### src/rtl/div_unit.sv
// div_unit: iterative radix-2 restoring divider/remainder for RV32M execute.
// 32 iterations per op; divide-by-zero and signed overflow finish in one cycle.
module div_unit #(
    parameter int XLEN       = 32,
    parameter int FUNC_WIDTH = 2
) (
    input  logic                  clk,
    input  logic                  rst,
    input  logic                  start,
    input  logic [FUNC_WIDTH-1:0] div_func,
    input  logic [XLEN-1:0]       dividend,
    input  logic [XLEN-1:0]       divisor,
    input  logic                  flush,
    output logic                  busy,
    output logic                  done,
    output logic [XLEN-1:0]       result
);

    localparam int CW = $clog2(XLEN);
    localparam logic [XLEN-1:0] MIN_NEG = {1'b1, {(XLEN-1){1'b0}}};

    typedef enum logic [1:0] {
        S_IDLE,
        S_CALC,
        S_FIX,
        S_DONE
    } state_t;

    state_t          state_q;
    logic [CW-1:0]   cnt_q;
    logic [XLEN:0]   rem_q;
    logic [XLEN-1:0] quo_q;
    logic [XLEN-1:0] dvs_q;
    logic [XLEN-1:0] result_q;
    logic            is_rem_q;
    logic            neg_q_q;
    logic            neg_r_q;
    logic            busy_q;
    logic            done_q;

    logic            is_signed;
    logic            is_rem;
    logic            div_zero;
    logic            ovf;
    logic            accept;
    logic [XLEN-1:0] spec_res;
    logic [XLEN-1:0] abs_a;
    logic [XLEN-1:0] abs_b;
    logic [XLEN:0]   rem_sh;
    logic [XLEN:0]   diff;
    logic [XLEN:0]   rem_d;
    logic [XLEN-1:0] quo_d;
    logic [XLEN-1:0] fix_q;
    logic [XLEN-1:0] fix_r;
    logic [XLEN-1:0] fix_res;

    always_comb begin
        is_signed = ~div_func[0];
        is_rem    = div_func[1];
        div_zero  = (divisor == '0);
        ovf       = is_signed && (dividend == MIN_NEG) && (divisor == '1);
        accept    = start && ((state_q == S_IDLE) || (state_q == S_DONE));

        spec_res = '0;
        if (div_zero) begin
            spec_res = is_rem ? dividend : '1;
        end else if (ovf) begin
            spec_res = is_rem ? '0 : MIN_NEG;
        end

        // |MIN_NEG| wraps back to MIN_NEG, which is correct as an unsigned magnitude
        abs_a = (is_signed && dividend[XLEN-1]) ? -dividend : dividend;
        abs_b = (is_signed && divisor[XLEN-1])  ? -divisor  : divisor;

        rem_sh = {rem_q[XLEN-1:0], quo_q[XLEN-1]};
        diff   = rem_sh - {1'b0, dvs_q};
        if (!diff[XLEN]) begin
            rem_d = diff;
            quo_d = {quo_q[XLEN-2:0], 1'b1};
        end else begin
            rem_d = rem_sh;
            quo_d = {quo_q[XLEN-2:0], 1'b0};
        end

        fix_q   = neg_q_q ? -quo_q : quo_q;
        fix_r   = neg_r_q ? -rem_q[XLEN-1:0] : rem_q[XLEN-1:0];
        fix_res = is_rem_q ? fix_r : fix_q;
    end

    always_ff @(posedge clk or posedge rst) begin
        if (rst) begin
            state_q  <= S_IDLE;
            cnt_q    <= '0;
            rem_q    <= '0;
            quo_q    <= '0;
            dvs_q    <= '0;
            result_q <= '0;
            is_rem_q <= 1'b0;
            neg_q_q  <= 1'b0;
            neg_r_q  <= 1'b0;
            busy_q   <= 1'b0;
            done_q   <= 1'b0;
        end else if (flush) begin
            state_q <= S_IDLE;
            busy_q  <= 1'b0;
            done_q  <= 1'b0;
        end else begin
            unique case (state_q)
                S_IDLE, S_DONE: begin
                    done_q <= 1'b0;
                    if (accept) begin
                        is_rem_q <= is_rem;
                        quo_q    <= abs_a;
                        dvs_q    <= abs_b;
                        rem_q    <= '0;
                        neg_q_q  <= is_signed & (dividend[XLEN-1] ^ divisor[XLEN-1]);
                        neg_r_q  <= is_signed & dividend[XLEN-1];
                        if (div_zero || ovf) begin
                            result_q <= spec_res;
                            done_q   <= 1'b1;
                            state_q  <= S_DONE;
                        end else begin
                            cnt_q   <= CW'(XLEN - 1);
                            busy_q  <= 1'b1;
                            state_q <= S_CALC;
                        end
                    end else begin
                        state_q <= S_IDLE;
                    end
                end
                S_CALC: begin
                    rem_q <= rem_d;
                    quo_q <= quo_d;
                    if (cnt_q == '0) begin
                        state_q <= S_FIX;
                    end else begin
                        cnt_q <= cnt_q - CW'(1);
                    end
                end
                S_FIX: begin
                    result_q <= fix_res;
                    busy_q   <= 1'b0;
                    done_q   <= 1'b1;
                    state_q  <= S_DONE;
                end
                default: state_q <= S_IDLE;
            endcase
        end
    end

    assign busy   = busy_q;
    assign done   = done_q;
    assign result = result_q;

endmodule

### config.mk
export PLATFORM = sky130hd
export DESIGN_NAME = div_unit
export DESIGN_NICKNAME = d
export VERILOG_FILES = /design/src/rtl/div_unit.sv
export SDC_FILE = /design/constraint.sdc
export NUM_CORES = 1
export LEC_CHECK = 0
export CAP_MARGIN = 20
export CORE_ASPECT_RATIO = 1.4
export CORE_UTILIZATION = 44
export CTS_CLUSTER_SIZE = 20
export DETAILED_ROUTE_END_ITERATION = 10
export MAX_ROUTING_LAYER = met4
export SLEW_MARGIN = 10
export SYNTH_ARGS = -nofsm -noshare
export SYNTH_HDL_FRONTEND = slang
export SYNTH_SLANG_ARGS = --single-unit
### constraint.sdc
create_clock -name clk -period 11 [get_ports clk]
set_input_delay 2.2 -clock clk [delete_from_list [all_inputs] [get_ports clk]]
set_output_delay 2.2 -clock clk [all_outputs]
set_load 0.02 [all_outputs]
==> results, run 1 <==
- The antenna violation net count after detailed routing is 0.
- The overall power of the completed layout is 3.304 mW.
- The remaining routing DRC violations is 0.
- The later pin in the worst-skew pair is clocked with a latency of 430 ps.
- The final core area utilization is 52.54%.
- The via density per instance is 5.668.
- The count of input and output buffers is 103.
- 0 antenna diodes ended up in the layout.
- The shortest period the worst path allows is 5336 ps.
- The tool flagged a number of max-cap violations equal to 0.
- STA classifies the critical path startpoint as a primary input.
- Setup repair after global routing left no endpoint under its margin.
- Summed over all layers, the routed wires come to 30840 µm.
- Summed over all failing endpoints, the final setup total negative slack is 0 ps.
- The routed layout has 10360 vias.
- In this run, placement finished with an instance count of 1795.
- The number of global-route vias before repair is 9759.
- The sequential fraction of the synthesis area is 31.26%.
- At the end of the flow, the number of nets in the layout was 1612.
- The number of setup buffers added after CTS is 0.
- The average instance in the mapped netlist occupies 7.761 µm².
- Derived from the worst setup path, the maximum achievable clock frequency is 0.1874 GHz.
- In the final layout, the share of cells above drive strength 1 is 4.164%.
- After floorplanning, the core was divided into 68 placement rows.
- The layout overhead on the synthesized area is 16.48%.
- The number of enable-type register cells in the synthesized netlist is 0.
- After synthesis, the largest area contributor takes up 31.26% of total cell area.
- The post-synthesis instance area is 11210 µm².
- The number of gates resized after CTS was 0.
- The most used flip-flop cell after synthesis is sky130_fd_sc_hd__dfrtp_1.
- The routability-driven placement congestion ratio is 0.8720.
- The initial utilization of the core area, before any placement, comes to 45.11%.
- The count of clock tree sinks is 140.
- Dividing the detail-routed wire length by the instance count gives 16.87 µm.
- The count of unique library cells instantiated by Yosys is 69.
- By count the netlist is led by sky130_fd_sc_hd__nand2_1 (192), sky130_fd_sc_hd__o21ai_0 (177), sky130_fd_sc_hd__dfrtp_1 (140), sky130_fd_sc_hd__nor2_1 (121), sky130_fd_sc_hd__a21oi_1 (113).
- Setup slack closes at 5664 ps.
- Dividing the final minimum period by the clock period gives 48.51%.
- The type of the setup path with the least slack is in2reg.
- The number of antenna violations at the first check in global routing is 0.
- Entering global routing, the biggest net connects 87 pins.
- 104 I/O pins were placed.
- The post-synthesis register bit count is 140.
- Timing analysis after detailed placement gives a worst setup slack of 5237 ps.
- The clock arrives with 9.785 ps of skew.
- The leading area contributor after synthesis is sky130_fd_sc_hd__dfrtp_1.
- The number of slew-limit violations in the final report is 0.
- In this run the static leakage power is 5.310 nW.
- After clock tree synthesis, the flow added hold-fix buffers numbering 0.
- For this run, the total global-route usage over all layers was measured as 25.32%.
- The count of TritonRoute iterations in the first routing pass is 5.
- In the post-synthesis netlist, the biggest area contributors are sky130_fd_sc_hd__dfrtp_1 (31%), sky130_fd_sc_hd__o21ai_0 (7.9%), sky130_fd_sc_hd__nand2_1 (6.4%).
- The largest vdd supply drop is 0.1275 mV.
- The starting DRC count in detailed routing is 617.
- After filler insertion, the fill cell instance count of the layout stands at 2452.
- The clock buffer count from CTS is 17.
- The synthesis warning total is 0.
- From left edge to right edge, the die measures 136.9 µm.
- In this run the clock root is driven by a sky130_fd_sc_hd__clkbuf_16.
- The die height is 190.8 µm.
- The run finished with clean final reports.
- CTS built an H-tree with a depth of 4.
- For the worst setup path, the data arrival time is 5660 ps.
- The area of the placeable core is 24840 µm².
- For this run the aggregate overflow at the end of global routing stands at 0.
- The share of flip-flops with an asynchronous set or reset after synthesis is 100.0%.
- The relative slew slack is 37.57%.
- The worst hold path class is reg2reg.
- The maximum buffer depth of the clock tree is 2.
- TritonCTS built the clock tree.
- The first global-routing pass estimated 50040 µm of wire.
- The critical path endpoint category is a flop.
- After clock tree synthesis, the clock-pin slew on the worst setup and hold paths is 60 ps.
- The required arrival time at the worst endpoint is 11320 ps.
- The die covers 26120 µm².
- The final-report setup violation count is 0.
- The number of nets in the synthesized netlist is 1556.
- Once detailed placement completed, the half-perimeter wirelength came to 23310 µm.
- The total count of hold-check failures in the final report came to 0.
- In this run the worst path has a maximum fanout of 59.
- After technology mapping, the gate count stands at 1444.
- The transition at the pin with the smallest max-transition slack is 936.4 ps.
- Leaving out filler cells and counting taps, the final layout contains 1828.
- The power per cell area is 253.1 nW/µm².
- The most common cell in the synthesized netlist is sky130_fd_sc_hd__nand2_1.
[placed cells by master (no fill, tap or decap), drive strengths merged, types with 8 or more instances in the layout]
| cell type | synthesis | final |
|---|---|---|
| clkbuf | 60 | 22 |
| o31ai | 29 | 29 |
| xnor2 | 70 | 70 |
| or3 | 19 | 19 |
| nor4 | 11 | 11 |
| nand4 | 16 | 16 |
| nand2b | 26 | 26 |
| o211ai | 27 | 27 |
| nand2 | 192 | 192 |
| o41ai | 19 | 19 |
| clkdlybuf4s50 | 0 | 103 |
| nor2b | 8 | 8 |
| nor2 | 121 | 121 |
| a211oi | 13 | 13 |
| buf | 19 | 13 |
| and3 | 8 | 8 |
| nand3 | 30 | 30 |
| ha | 41 | 41 |
| a31oi | 23 | 23 |
| a21o | 14 | 14 |
| a21oi | 114 | 114 |
| mux2i | 29 | 29 |
| xor2 | 69 | 69 |
| dfrtp | 140 | 140 |
| o21ai | 181 | 181 |
| nor3 | 29 | 29 |
| or4 | 13 | 13 |
| inv | 59 | 59 |
[per-stage QoR]
step	hold WS (ps)	instance area (µm²)
2_1_floorplan	449.8	11210
3_3_place_gp	461.9	12420
3_5_place_dp	470.2	12420
4_1_cts	483.2	13050
5_1_grt	505.1	13050
6_report	475.0	13050
[cell type report]
type / instances / area [µm²] / share of cell area, %
timing repair buffer: 116 / 1126 / 8.626
multi-input combinational: 1166 / 7172 / 54.94
tap: 315 / 394.1 / 3.019
clock buffer: 22 / 494.2 / 3.786
sequential: 140 / 3505 / 26.85
inverter: 59 / 226.5 / 1.735
clock inverter: 10 / 136.4 / 1.045
[kinds of logic after synthesis]
family / after synthesis / synth area share [%]
compound gates: 464 / 25.02
buf+inv: 138 / 5.002
flops: 140 / 31.26
mux: 29 / 2.590
xor+xnor: 139 / 10.86
fa+ha+maj: 42 / 4.756
simple gates: 492 / 20.51
[registers in the layout (all words and copies together), names as in the netlist]
name      cells
is_rem_q      1
neg_r_q       1
result       32
done          1
rem_q        32
dvs_q        32
busy          1
state_q       2
cnt_q         5
quo_q        32
neg_q_q       1
[worst max-delay path: stages]
cell and delay, ps:
sky130_fd_sc_hd__clkdlybuf4s50_1 500, sky130_fd_sc_hd__or4_4 580, sky130_fd_sc_hd__or3_4 350, sky130_fd_sc_hd__or3_4 370, sky130_fd_sc_hd__or3_1 600, sky130_fd_sc_hd__o21ai_4 230
sky130_fd_sc_hd__a21o_4 510, sky130_fd_sc_hd__and3_1 240, sky130_fd_sc_hd__nor2_1 40
[power by group]
group	internal, mW	leakage, nW	switching, mW
combinational	0.711	3.25	1.04
clock	0.386	0.304	0.227
sequential	0.715	1.76	0.226
[final timing paths]
kind	start	end	slack, ps	cells past startpoint
max in group asynchronous	rst	is_rem_q	7470	3
min	dvs_q[27]	dvs_q[27]	470	2
min in group asynchronous	rst	quo_q[3]	2290	2
min reg2reg	dvs_q[27]	dvs_q[27]	470	2
max reg2reg	quo_q[31]	rem_q[18]	7140	13
max	divisor[6]	result[16]	5660	9
[routing by layer]
| layer | global-route usage (%) | part of all wire [%] |
|---|---|---|
| met5 | - | 0 |
| met2 | 42.66 | 49 |
| met4 | 7.523 | 1.8 |
| met1 | 31.25 | 46 |
| met3 | 3.482 | 3.2 |
Power figures use the tool's default switching activity.
==> run 2, diff against run 1 <==
- PLACE_DENSITY: default -> 0.66
- clock period: 11 -> 4.7 ns (I/O delays scaled with it)
==> run 2 against run 1 <==
Sequential power up 140%. Sequential share of layout area down 0.29 points. Critical path type unchanged. Largest power group unchanged. Design area up 1.1%. Flip-flop and latch count unchanged. Clock power rose to 2.5 times the previous value.
==> results, run 2 (synthesis gave the netlist of run 1 again) <==
- The run finished with clean final reports.
- The number of setup buffers added after CTS is 0 (unchanged).
- The critical path endpoint category is a flop.
- The count of input and output buffers came to 103 (unchanged).
- The maximum cell stage delay along the critical path is 610 ps (about the same).
- The leakage power of the design is 5.382 nW (+1.4%).
- The routability-driven placement congestion ratio came to 0.9614 (+10%).
- The worst setup skew after layout came to 7.289 ps (-2.496 ps).
- The count of standard-cell rows came to 68 (unchanged).
- The standard cell area after detailed placement is 12520 µm² (+0.79%).
- The number of global-route vias before repair is 9871 (+1.1%).
- The number of antenna violations at the first check in global routing is 0 (unchanged).
- The shortest period the worst path allows is 3974 ps.
- The clock edge transition at the registers on the reported setup and hold paths was 60 ps (about the same).
- The clock latency on the worst-skew pair is 440 ps (about the same).
- The number of slew-limit violations in the final report was 0 (unchanged).
- The post-cts gate resize count is 0 (unchanged).
- The antenna violation net count after detailed routing is 0 (unchanged).
- In this design, the largest share of critical-path delay is due to simple AND/OR/NAND/NOR gates.
- Relative to the synthesized area, the layout overhead comes to 17.73%.
- The chip width was 136.9 µm (unchanged).
- The largest net degree at the start of global routing came to 97 (+11%).
- The total count of hold-check failures in the final report was 0 (unchanged).
- The relative slew slack is 28.58% (-9.0 points).
- The area of the placeable core is 24840 µm² (unchanged).
- The via density per instance is 5.770 (+1.8%).
- The final-report setup violation count is 0 (unchanged).
- Leaving out fill and tap cells, the most frequent cell in the layout is sky130_fd_sc_hd__nand2_1.
- The fraction of layout instances using a drive strength above 1 was 4.605% (+0.44 points).
- The buffer and inverter count on the worst path is 2 (+1).
- The wire length of the first global-routing pass is 50170 µm (+0.26%).
- The clock buffer count from CTS is 17 (unchanged).
- The total I/O pin count is 104 (unchanged).
- Setup repair after global routing left no endpoint under its margin.
- The placed wire-length estimate came to 23140 µm (-0.74%).
- The combined global-route utilization of all metal layers came to 25.27% (-0.048 points).
- The cell count after placement was 1803 (+0.45%).
- The starting utilization of the core area is 45.11% (unchanged).
- The count of TritonRoute iterations in the first routing pass is 6 (+1).
- The buffer type at the clock tree root is sky130_fd_sc_hd__clkbuf_16.
- In the layout the commonest cells are sky130_fd_sc_hd__nand2_1 (192), sky130_fd_sc_hd__o21ai_0 (177), sky130_fd_sc_hd__dfrtp_1 (139).
- The routed length per placed instance came to 16.72 µm (-0.92%).
- The total wirelength of the detailed-routed design is 30670 µm (-0.54%).
- The setup TNS after final layout is 0 ps (unchanged).
- The final hold slack came to 476.3 ps (+1.304 ps).
- The CTS tree is yes.
- The post-route fraction of the period consumed by the critical path is 84.56%.
- The die height is 190.8 µm (unchanged).
- The number of levels in the clock H-tree was 4 (unchanged).
- The standard cell with the maximum stage delay on the critical path is sky130_fd_sc_hd__or3_1.
- The die footprint was 26120 µm² (unchanged).
- The peak fanout along the critical path is 16 (-73%).
- The hold-fix buffer count after cts came to 0 (unchanged).
- The final layout net count came to 1619 (+0.43%).
- The maximum buffer depth of the clock tree was 2 (unchanged).
- The count of clock tree sinks is 140 (unchanged).
- The vias after detailed routing is 10590 (+2.2%).
- The worst endpoint data arrival time is 4330 ps (-1330 ps).
- The aggregate global routing overflow was 0 (unchanged).
- The remaining routing DRC violations was 0 (unchanged).
- The highest attainable clock frequency is 0.2516 GHz.
- The overall power of the completed layout is 7.855 mW (+140%).
- The max-cap violation count is 0 (unchanged).
- The required arrival time at the worst endpoint is 5050 ps (-6270 ps).
- The starting DRC count in detailed routing is 679 (+10%).
- The cell area after layout is 13190 µm² (+1.1%).
- The min-delay analysis places its worst path in the category reg2reg.
- The type of the setup path with the least slack is in2reg.
- The power per cell area is 595.4 nW/µm² (+140%).
- The most numerous cell type found on the critical path is sky130_fd_sc_hd__or3_4.
- The signal on the critical path passes through clkdlybuf4s50_1, or4_4, or3_4, or3_4, or3_1, o21ai_4, a21o_4, buf_4, nor2_1, a31oi_1.
- The worst setup path is launched from a primary input.
- The largest vdd supply drop is 0.3000 mV (+140%).
- The antenna diode count is 0 (unchanged).
- The transition at the pin with the smallest max-transition slack is 1063 ps (+126.8 ps).
- The final non-filler cell total is 1835 (+0.38%).
## run 2: changes by cell type in the layout (fill, tap and decap cells not counted), sizes merged
cell      before  now
buf           13   20
bufinv         3    5
clkinv         4    3
clkinvlp       3    2
## run 2: worst paths after layout
check	startpoint	endpoint	slack (ps)	cells after the start
setup / recovery	divisor[6]	result[22]	730	10
hold / removal	dvs_q[27]	dvs_q[27]	480	2
setup reg to reg	quo_q[31]	rem_q[18]	930	13
hold reg to reg	dvs_q[27]	dvs_q[27]	480	2
max in group asynchronous	rst	dvs_q[29]	2900	3
min in group asynchronous	rst	quo_q[4]	1060	2
## run 2: metal layers
metal  GRT usage, %  part of all wire [%]  up-vias
li1               -                     -     5294
met2          42.15                    49      298
met4          9.552                   2.9        0
met3          3.642                   4.5       66
met5              -                     0        -
met1          30.66                    44     4930
## run 2: report_power, final
part,leakage [nW],internal (mW),total [mW],switching [mW]
logic,3.29,1.68,4.07,2.39
registers,1.76,1.67,2.24,0.570
clock network,0.328,1.01,1.55,0.534
total,5.38,4.36,7.86,3.49
## run 2: area by class of cell
type,count,area (µm²)
clock inverter,10,183.9
clock buffer,22,494.2
multi-input combinational,1166,7172
tap,315,394.1
inverter,59,226.5
fill,2381,11650
sequential,140,3505
timing repair buffer,123,1219
## run 2: metrics by stage
stage	util [%]	worst slack, ps
finish	53.11	725.8
global route	53.11	610.7
CTS	53.11	774.1
detailed placement	50.38	312.8
global placement	50.38	393.1
floorplan	-	7.132
## run 2: worst min-delay path: stages (launching register included)
cell	delay (ps)
sky130_fd_sc_hd__dfrtp_1	340
sky130_fd_sc_hd__nand2_1	40
sky130_fd_sc_hd__o21ai_0	60
==> run 3, diff against run 2 <==
- clock period: 4.7 -> 3.23 ns (I/O delays scaled with it)
==> run 3 against run 2 <==
Flip-flop and latch count unchanged. Via count up 7.0%. Sequential power up 42%. Count of clock-buffer cells in the layout up 2. Critical endpoint is now rem_q[12]. Highest routed layer unchanged.
==> results, run 3 (synthesis gave the netlist of run 1 again) <==
- The routability-driven placement congestion ratio came to 0.9115 (-5.2%).
- The total I/O pin count is 104 (unchanged).
- The maximum buffer depth of the clock tree came to 2 (unchanged).
- The die height was 190.8 µm (unchanged).
- The final hold slack is 472.5 ps (-3.827 ps).
- The final-report setup violation count came to 0 (unchanged).
- The aggregate global routing overflow came to 0 (unchanged).
- The highest attainable clock frequency is 0.3174 GHz.
- The run finished with clean final reports.
- The fraction of layout instances using a drive strength above 1 was 14.32% (+9.7 points).
- The required arrival time at the worst endpoint is 3510 ps (-1540 ps).
- Relative to the synthesized area, the layout overhead comes to 29.32%.
- The worst path setup slack after routing is 79.56 ps (-646.2 ps).
- The count of TritonRoute iterations in the first routing pass came to 5 (-1).
- The worst setup skew after layout came to 5.827 ps (-1.461 ps).
- The power share of the clock group was 14.7% (-5.0 points).
- The most numerous cell type found on the critical path is sky130_fd_sc_hd__buf_4.
- The routed length per placed instance came to 17.04 µm (+1.9%).
- The worst hold path class is reg2reg.
- The count of input and output buffers is 103 (unchanged).
- The chip width is 136.9 µm (unchanged).
- The starting DRC count in detailed routing is 689 (+1.5%).
- The relative slew slack is 44.58% (+16 points).
- The peak fanout along the critical path is 8 (-8).
- Broken down by cell family, the worst path's largest delay share belongs to compound AO/OA/AOI/OAI gates.
- The post-place setup slack is -429.5 ps (-742.3 ps).
- The total wirelength of the detailed-routed design was 33920 µm (+11%).
- The largest vdd supply drop is 0.4942 mV (+65%).
- The cell-internal power is 6.539 mW (+50%).
- The combined global-route utilization of all metal layers came to 26.98% (+1.7 points).
- The worst endpoint data arrival time is 3430 ps (-900 ps).
- The die footprint is 26120 µm² (unchanged).
- The area of the placeable core is 24840 µm² (unchanged).
- The starting utilization of the core area is 45.11% (unchanged).
- The buffer type at the clock tree root is sky130_fd_sc_hd__clkbuf_16.
- The combinational fraction of design power was 58.6% (+6.8 points).
- The wire length of the first global-routing pass is 53500 µm (+6.6%).
- The number of levels in the clock H-tree is 4 (unchanged).
- The antenna diode count is 0 (unchanged).
- The transition at the pin with the smallest max-transition slack was 831.3 ps (-231.9 ps).
- The library cell used most frequently in the layout, excluding fill and tap cells, is sky130_fd_sc_hd__nand2_1.
- The placed wire-length estimate is 25740 µm (+11%).
- The setup TNS after final layout is 0 ps (unchanged).
- The via density per instance is 5.691 (-1.4%).
- The final layout net count is 1780 (+9.9%).
- The number of slew-limit violations in the final report came to 0 (unchanged).
- The final core area utilization is 58.34% (+5.2 points).
- For this design, the slowest cell found on the critical path is sky130_fd_sc_hd__dfrtp_1.
- Leaving out fill and tap cells, the most frequent cells in the layout are sky130_fd_sc_hd__nand2_1 (192), sky130_fd_sc_hd__o21ai_0 (175), sky130_fd_sc_hd__buf_4 (167).
- The vias after detailed routing is 11330 (+7.0%).
- The startpoint type of the worst setup path is a flop.
- The switching portion of total power is 45.07% (+0.62 points).
- The largest net degree at the start of global routing is 69 (-29%).
- The net switching power is 5.365 mW (+54%).
- The number of global-route vias before repair came to 10850 (+9.9%).
- The final non-filler cell total is 1991 (+8.5%).
- The final critical path takes up 97.54% of the cycle.
- Walking the worst path, the cells encountered are ha_1, a21o_1, a211o_1, o2111a_2, a21oi_4, o21ai_4, a2111oi_4, nor3_4, buf_4, buf_12, buf_4, mux2i_2, o21ai_1.
- The clock edge transition at the registers on the reported setup and hold paths came to 60 ps (about the same).
- The hold-fix buffer count after cts came to 0 (unchanged).
- The cell count after placement came to 1955 (+8.4%).
- The power per cell area came to 821.4 nW/µm² (+38%).
- The count of clock tree sinks is 140 (unchanged).
- The number of antenna violations at the first check in global routing is 0 (unchanged).
- The max-cap violation count was 0 (unchanged).
- STA classifies the critical path endpoint as a flop.
- The clock buffer count from CTS is 17 (unchanged).
- The clock latency on the worst-skew pair came to 430 ps (about the same).
- The type of the setup path with the least slack is reg2reg.
- The antenna violation net count after detailed routing was 0 (unchanged).
- Setup repair after global routing could not meet its margin everywhere.
- The buffer and inverter count on the worst path is 3 (+1).
- The remaining routing DRC violations is 0 (unchanged).
- The leakage power of the design is 6.177 nW (+15%).
- TritonCTS built the clock tree.
- The shortest period the worst path allows is 3150 ps.
- The maximum cell stage delay along the critical path was 410 ps (-200 ps).
- The count of standard-cell rows came to 68 (unchanged).
- The total count of hold-check failures in the final report is 0 (unchanged).
- The fraction of power consumed by sequential logic is 26.7% (-1.8 points).
==> run 3: cell types whose count changed in the layout (fill, tap and decap cells not counted), moves of 3 or more <==
cell,change
sky130_fd_sc_hd__bufinv_16,-5
sky130_fd_sc_hd__clkbuf_1,+3
sky130_fd_sc_hd__nor3_4,+3
sky130_fd_sc_hd__clkbuf_16,+3
sky130_fd_sc_hd__buf_12,+5
sky130_fd_sc_hd__buf_6,+3
sky130_fd_sc_hd__buf_4,+150
==> run 3: worst paths after layout <==
path | from | endpoint | slack (ps) | cells after the start
max in group asynchronous | rst | rem_q[5] | 1890 | 3
hold / removal | dvs_q[16] | dvs_q[16] | 470 | 2
hold reg to reg | dvs_q[16] | dvs_q[16] | 470 | 2
min in group asynchronous | rst | cnt_q[4] | 560 | 2
setup reg to reg | rem_q[4] | rem_q[12] | 80 | 13
setup / recovery | rem_q[4] | rem_q[12] | 80 | 13
==> run 3: power groups by stage <==
| stage | sequential (mW) | combinational, mW | clock, mW |
|---|---|---|---|
| after global routing | 3.28 | 7.68 | 1.85 |
| final | 3.18 | 6.97 | 1.75 |
| after detailed placement | 3.19 | 6.66 | 0 |
| after floorplan | 3.18 | 4.25 | 0 |
| after CTS | 3.17 | 6.71 | 1.77 |
| after global placement | 3.17 | 6.54 | 0 |
==> run 3: per-stage QoR <==
stage | power [mW] | cell area [µm²]
CTS | 11.65 | 14250
global placement | 9.716 | 13720
global route | 12.81 | 14490
detailed placement | 9.847 | 13720
floorplan | 7.429 | 11210
finish | 11.90 | 14490
==> run 3: cell type report <==
class / instances / area (µm²)
flip-flops and latches: 140 / 3505
repair buffers: 284 / 2554
clock buffers: 24 / 491.7
multi-input cells: 1166 / 7308
clock inverters: 3 / 15.01
inverters: 59 / 225.2
well taps: 315 / 394.1
fillers: 2341 / 10350
==> run 3: repair_timing <==
action                                  CTS  global route
resized for setup                         7            25
endpoints found under the setup margin   32            71
gates cloned                              0             3
pin swaps                                 0            15
buffers inserted                          0             6
==> run 3: layer usage <==
metal  vias to the layer above  GRT usage (%)  routed length [µm]
met2                       287          47.36               17270
met5                         -              -                   0
met3                        67          3.376                1297
met1                      5379          31.17               14370
li1                       5598              -                   -
met4                         0          9.763                 977
==> run 3: worst reg2reg max path, stage by stage, from the launching register on <==
cell                        delay (ps)
sky130_fd_sc_hd__dfrtp_1           410
sky130_fd_sc_hd__ha_1              310
sky130_fd_sc_hd__a21o_1            180
sky130_fd_sc_hd__a211o_1           250
sky130_fd_sc_hd__o2111a_2          320
sky130_fd_sc_hd__a21oi_4           220
sky130_fd_sc_hd__o21ai_4           100
sky130_fd_sc_hd__a2111oi_4         420
sky130_fd_sc_hd__nor3_4             70
sky130_fd_sc_hd__buf_4             150
sky130_fd_sc_hd__buf_12            140
sky130_fd_sc_hd__buf_4             150
sky130_fd_sc_hd__mux2i_2           210
sky130_fd_sc_hd__o21ai_1            80
